## config.mk

```make
export PLATFORM = sky130hd
export DESIGN_NAME = uart_prog_loader
export DESIGN_NICKNAME = d
export VERILOG_FILES = /design/src/rtl/uart_prog_loader.sv
export SDC_FILE = /design/constraint.sdc
export NUM_CORES = 1
export LEC_CHECK = 0
export BUFFER_PORTS_ARGS = -buffer_cell sky130_fd_sc_hd__buf_2
export CAP_MARGIN = 20
export CORE_UTILIZATION = 54
export CTS_CLUSTER_SIZE = 30
export DETAILED_ROUTE_END_ITERATION = 12
export HOLD_SLACK_MARGIN = 0.12
export PLACE_DENSITY = 0.79
export SLEW_MARGIN = 20
export SYNTH_ARGS = -nofsm -noshare
export SYNTH_HDL_FRONTEND = slang
export SYNTH_SLANG_ARGS = --single-unit
```

## constraint.sdc

```tcl
create_clock -name i_Clock -period 4.82 [get_ports i_Clock]
set_input_delay 0.482 -clock i_Clock [delete_from_list [all_inputs] [get_ports i_Clock]]
set_output_delay 0.482 -clock i_Clock [all_outputs]
set_load 0.02 [all_outputs]
```

## src/rtl/uart_prog_loader.sv

```systemverilog
// uart_prog_loader: sequences a programming session from the UART receiver into
// instruction memory. Sets the receiver baud divisor, holds the core in reset,
// packs received bytes little-endian into 32-bit words and writes them to
// consecutive word addresses over a req/gnt port. Ends on a terminator word or
// at the last address, then releases the core.
//
// Ports:
//   i_Clock, rst_ni      clock, async active-low reset
//   i_prog_en            level; rising edge starts programming, low aborts/finishes
//   i_cpb                requested clocks-per-bit for the receiver
//   i_rx_dv, i_rx_byte   byte-valid pulse and byte from the UART receiver
//   o_clks_per_bit       divisor driven to the UART receiver
//   o_mem_req/addr/wdata memory write request, word address, write data
//   i_mem_gnt            write accepted this cycle
//   o_core_rst_n         core reset, active-low
//   o_busy, o_done       programming in progress / complete
//   o_overrun            sticky byte-loss flag
module uart_prog_loader #(
    parameter int unsigned ADDR_W      = 14,
    parameter logic [31:0] END_WORD    = 32'h0000_0FFF,
    parameter logic [15:0] DEFAULT_CPB = 16'd868
) (
    input  logic              i_Clock,
    input  logic              rst_ni,
    input  logic              i_prog_en,
    input  logic [15:0]       i_cpb,
    input  logic              i_rx_dv,
    input  logic [7:0]        i_rx_byte,
    output logic [15:0]       o_clks_per_bit,
    output logic              o_mem_req,
    output logic [ADDR_W-1:0] o_mem_addr,
    output logic [31:0]       o_mem_wdata,
    input  logic              i_mem_gnt,
    output logic              o_core_rst_n,
    output logic              o_busy,
    output logic              o_done,
    output logic              o_overrun
);

    typedef enum logic [1:0] {StIdle, StRecv, StWrite, StDone} state_e;

    state_e            state_q;
    logic              prog_en_q;
    logic              prog_prev_q;
    logic [1:0]        cnt_q;
    logic [7:0]        skid_q;
    logic              skid_full_q;
    logic [15:0]       cpb_q;
    logic              req_q;
    logic [ADDR_W-1:0] addr_q;
    logic [31:0]       wdata_q;
    logic              core_rst_n_q;
    logic              busy_q;
    logic              done_q;
    logic              overrun_q;

    logic prog_rise;
    logic last_word;

    assign prog_rise = prog_en_q & ~prog_prev_q;
    assign last_word = (wdata_q == END_WORD) || (addr_q == {ADDR_W{1'b1}});

    always_ff @(posedge i_Clock or negedge rst_ni) begin
        if (!rst_ni) begin
            state_q      <= StIdle;
            prog_en_q    <= 1'b0;
            prog_prev_q  <= 1'b0;
            cnt_q        <= 2'd0;
            skid_q       <= 8'd0;
            skid_full_q  <= 1'b0;
            cpb_q        <= DEFAULT_CPB;
            req_q        <= 1'b0;
            addr_q       <= '0;
            wdata_q      <= 32'd0;
            core_rst_n_q <= 1'b1;
            busy_q       <= 1'b0;
            done_q       <= 1'b0;
            overrun_q    <= 1'b0;
        end else begin
            prog_en_q   <= i_prog_en;
            prog_prev_q <= prog_en_q;

            case (state_q)
                StIdle: begin
                    if (prog_rise) begin
                        cpb_q        <= (i_cpb < 16'd2) ? DEFAULT_CPB : i_cpb;
                        addr_q       <= '0;
                        cnt_q        <= 2'd0;
                        skid_full_q  <= 1'b0;
                        overrun_q    <= 1'b0;
                        core_rst_n_q <= 1'b0;
                        busy_q       <= 1'b1;
                        state_q      <= StRecv;
                    end
                end

                StRecv: begin
                    if (!prog_en_q) begin
                        // Abort: partial word and skid byte are dropped.
                        state_q      <= StIdle;
                        busy_q       <= 1'b0;
                        core_rst_n_q <= 1'b1;
                        skid_full_q  <= 1'b0;
                        cnt_q        <= 2'd0;
                    end else if (skid_full_q) begin
                        // Byte caught during the previous write becomes byte 0.
                        wdata_q[7:0] <= skid_q;
                        skid_full_q  <= 1'b0;
                        if (i_rx_dv) begin
                            wdata_q[15:8] <= i_rx_byte;
                            cnt_q         <= 2'd2;
                        end else begin
                            cnt_q <= 2'd1;
                        end
                    end else if (i_rx_dv) begin
                        wdata_q[8*cnt_q +: 8] <= i_rx_byte;
                        cnt_q                 <= cnt_q + 2'd1;
                        if (cnt_q == 2'd3) begin
                            state_q <= StWrite;
                            req_q   <= 1'b1;
                        end
                    end
                end

                StWrite: begin
                    if (i_rx_dv) begin
                        if (skid_full_q) begin
                            overrun_q <= 1'b1;
                        end else begin
                            skid_q      <= i_rx_byte;
                            skid_full_q <= 1'b1;
                        end
                    end
                    // Request is held until granted, even when aborting.
                    if (i_mem_gnt) begin
                        req_q <= 1'b0;
                        cnt_q <= 2'd0;
                        if (!prog_en_q) begin
                            state_q      <= StIdle;
                            busy_q       <= 1'b0;
                            core_rst_n_q <= 1'b1;
                            skid_full_q  <= 1'b0;
                        end else if (last_word) begin
                            state_q      <= StDone;
                            busy_q       <= 1'b0;
                            done_q       <= 1'b1;
                            core_rst_n_q <= 1'b1;
                        end else begin
                            addr_q  <= addr_q + ADDR_W'(1);
                            state_q <= StRecv;
                        end
                    end
                end

                StDone: begin
                    if (!prog_en_q) begin
                        state_q <= StIdle;
                        done_q  <= 1'b0;
                    end
                end

                default: state_q <= StIdle;
            endcase
        end
    end

    assign o_clks_per_bit = cpb_q;
    assign o_mem_req      = req_q;
    assign o_mem_addr     = addr_q;
    assign o_mem_wdata    = wdata_q;
    assign o_core_rst_n   = core_rst_n_q;
    assign o_busy         = busy_q;
    assign o_done         = done_q;
    assign o_overrun      = overrun_q;

endmodule

```

==> metrics <==
Top FF cell, synth dfrtp_1; Die H 88.4 um; Post-Synthesis Cells 408; die area 7810 um^2; Reg power frac 38.9%; critical path startpoint category flop; Worst Skew 0.0113 ns; Fmax 0.362 GHz; clock root cell clkbuf_8; Inserted Clock Buffers 9; clock share of power 21.6%; Initial Utilization 55.8%; EDFF count, synth 0; Async S/R FF share, synth 100%; Syn Nets 447; combinational share of power 39.5%; Synth warnings 0; top-count cell post-synth nand2_1; CP Capture Type flop; layout cells sized above 1 27.6%; RSZ-0062 raised after global routing no; GRT met2 Usage 39.7%; Distinct cells, synth 59; H-tree Lvls 3; max cap viols 0; grt met1 use 34.4%; worst-path fanout max 23; clk slew on worst S/H paths 0.09 ns; first-pass GRT wire length 15.0 mm; endpoints failing setup 0; IO buf count 95; GR Layer Usage met3 4.48%; largest net degree at the start of global routing 83; Boundary Pins 96; Req. time, crit path 5.06 ns; Die Wd 88.4 um; Pint 0.00158 W; clock sink count 82; dpl cells 583; slew margin rel. 33.4%; Arr. time, crit path 3.00 ns; Yosys top cell area share 47.2%; vias post-DR 3459; commonest cells in the synthesized netlist nand2_1 (86), dfrtp_1 (76), nor2_1 (26), o21ai_0 (22); Remaining DRCs 0; GRT overflow 0; Worst-Skew Late Latency 0.36 ns; setup bufs post-CTS 0; Initial DRC Count 217; final WL 9.30 mm; post-synthesis sequential area ratio 51.1%; critical path type reg2reg; mapped cell area 4030 um^2; crit share post-route 57.3%; Vias/cell 5.77; Most Used Layer, Global Route met2; NetSw 0.00106 W; worst hold path class in2async; post-CTS sizing 0; TNS Setup 0 ns; Final Hold Vio Count 0; Layout Cells excl Fill 599; Least-Margin Pin Slew 0.997 ns; pwr/cell area 551 nW/um^2; P&R area growth vs syn 18.8%; post-layout min period 2.76 ns; Filler cells 597; Post-Syn Area per Cell 9.87 um^2; Pre-antenna DRT Iters 4; row count 31; Leakage Power 2.35 nW; antenna violations before repair 0; sw frac 40.2%; RD Place Congestion 0.845; post-route antenna net violation count 0; status finished clean; antenna cells 0; number of global-route vias before repair 3132; hpwl dp 6.71 mm; cell taking the most area after synthesis dfrtp_1; top cells by area, synth dfrtp_1 (47%), nand2_1 (8.0%), dfstp_2 (3.9%); Worst VDD drop 0.413 mV; Max Slew Vio Count 0; Total GRT Usage 25.1%; CTS tree done; #FFs+latches synth 82; CTS hold repair buffers 0; CTS Buffer Depth 2; Final nets 534; core area 7210 um^2; WL/cell 15.5 um
final cells by class:
type                    count  area [um^2]  area share (%)
clock buffers               9          124            2.59
inverters                  12         45.0           0.942
flip-flops and latches     82         2060            43.1
multi-input cells         295         1840            38.5
clock inverters             7          106            2.22
well taps                  99          124            2.59
repair buffers             95          482            10.1
flip-flops by register name, indices dropped and copies added (netlist names), 2 cells and up:
| name | flops |
|---|---|
| cnt_q | 2 |
| o_mem_addr | 14 |
| skid_q | 8 |
| o_mem_wdata | 32 |
| state_q | 2 |
| o_clks_per_bit | 16 |
stage by stage:
| stage | utilization (%) | power (W) | hold WS (ns) | instance area, um^2 | worst slack (ns) |
|---|---|---|---|---|---|
| after detailed placement | 63.1 | 0.00208 | 0.458 | 4550 | 2.13 |
| after global placement | 63.1 | 0.00205 | 0.454 | 4550 | 2.18 |
| after global routing | 66.3 | 0.00282 | 0.217 | 4780 | 1.82 |
| after floorplan | - | 0.00178 | 0.186 | 4030 | 2.64 |
| final | 66.3 | 0.00264 | 0.145 | 4780 | 2.06 |
| after CTS | 66.3 | 0.00265 | 0.223 | 4780 | 2.08 |
power by group through the flow:
stage	combinational [W]	sequential [W]	clock, W
2_1_floorplan	0.000619	0.00116	0
3_3_place_gp	0.00102	0.00103	0
3_5_place_dp	0.00104	0.00104	0
4_1_cts	0.00105	0.00102	0.000581
5_1_grt	0.00116	0.00105	0.000607
6_report	0.00104	0.00103	0.000568
placed cells by master (no fill, tap or decap), types with 7 or more instances in the layout:
master,Yosys,routed
a211o_1,8,8
a21oi_1,16,16
a22o_1,7,7
a22oi_1,8,8
a31oi_1,7,7
buf_2,0,94
clkbuf_8,0,9
dfrtp_1,76,76
ha_1,10,10
inv_1,12,12
mux2_2,8,8
nand2_1,86,86
nand3_1,8,8
nand4_1,7,7
nor2_1,26,26
nor4_1,8,8
o21ai_0,22,22
path summary, 6_finish.rpt:
kind | slack [ns] | end | from | cells after the start
worst max-delay path | 2.06 | o_mem_addr[11] | state_q[0] | 7
worst min-delay path | 0.14 | o_clks_per_bit[10] | rst_ni | 1
worst max register to register | 2.06 | o_mem_addr[11] | state_q[0] | 7
worst min register to register | 0.47 | o_clks_per_bit[15] | o_clks_per_bit[15] | 2
max in group asynchronous | 4.18 | state_q[0] | rst_ni | 1
min in group i_Clock | 0.23 | prog_en_q | i_prog_en | 1
layer usage:
layer  up-vias  wire length [um]
li1       1656                 -
met1      1682              4140
met2       107              4440
met3        14               539
met4         0               184
met5         -                 0
logic make-up (layout without fill, tap and decap cells):
logic type	after synthesis	in the layout	share of synthesized area (%)
AND/OR/NAND/NOR	170	170	20.8
AO/OA/AOI/OAI	104	104	18.8
flip-flops	82	82	51.1
buffers and inverters	31	123	3.08
multiplexers	11	11	3.11
adder cells (fa/ha/maj)	10	10	3.11
critical path: stages (launching register included):
cell	delay [ns]
dfrtp_1	0.42
inv_1	0.09
ha_1	0.65
and3_1	0.39
nand3_1	0.19
a2111oi_2	0.48
a31oi_1	0.15
a211o_1	0.28
Note: power is estimated with default switching activity, not from simulation.
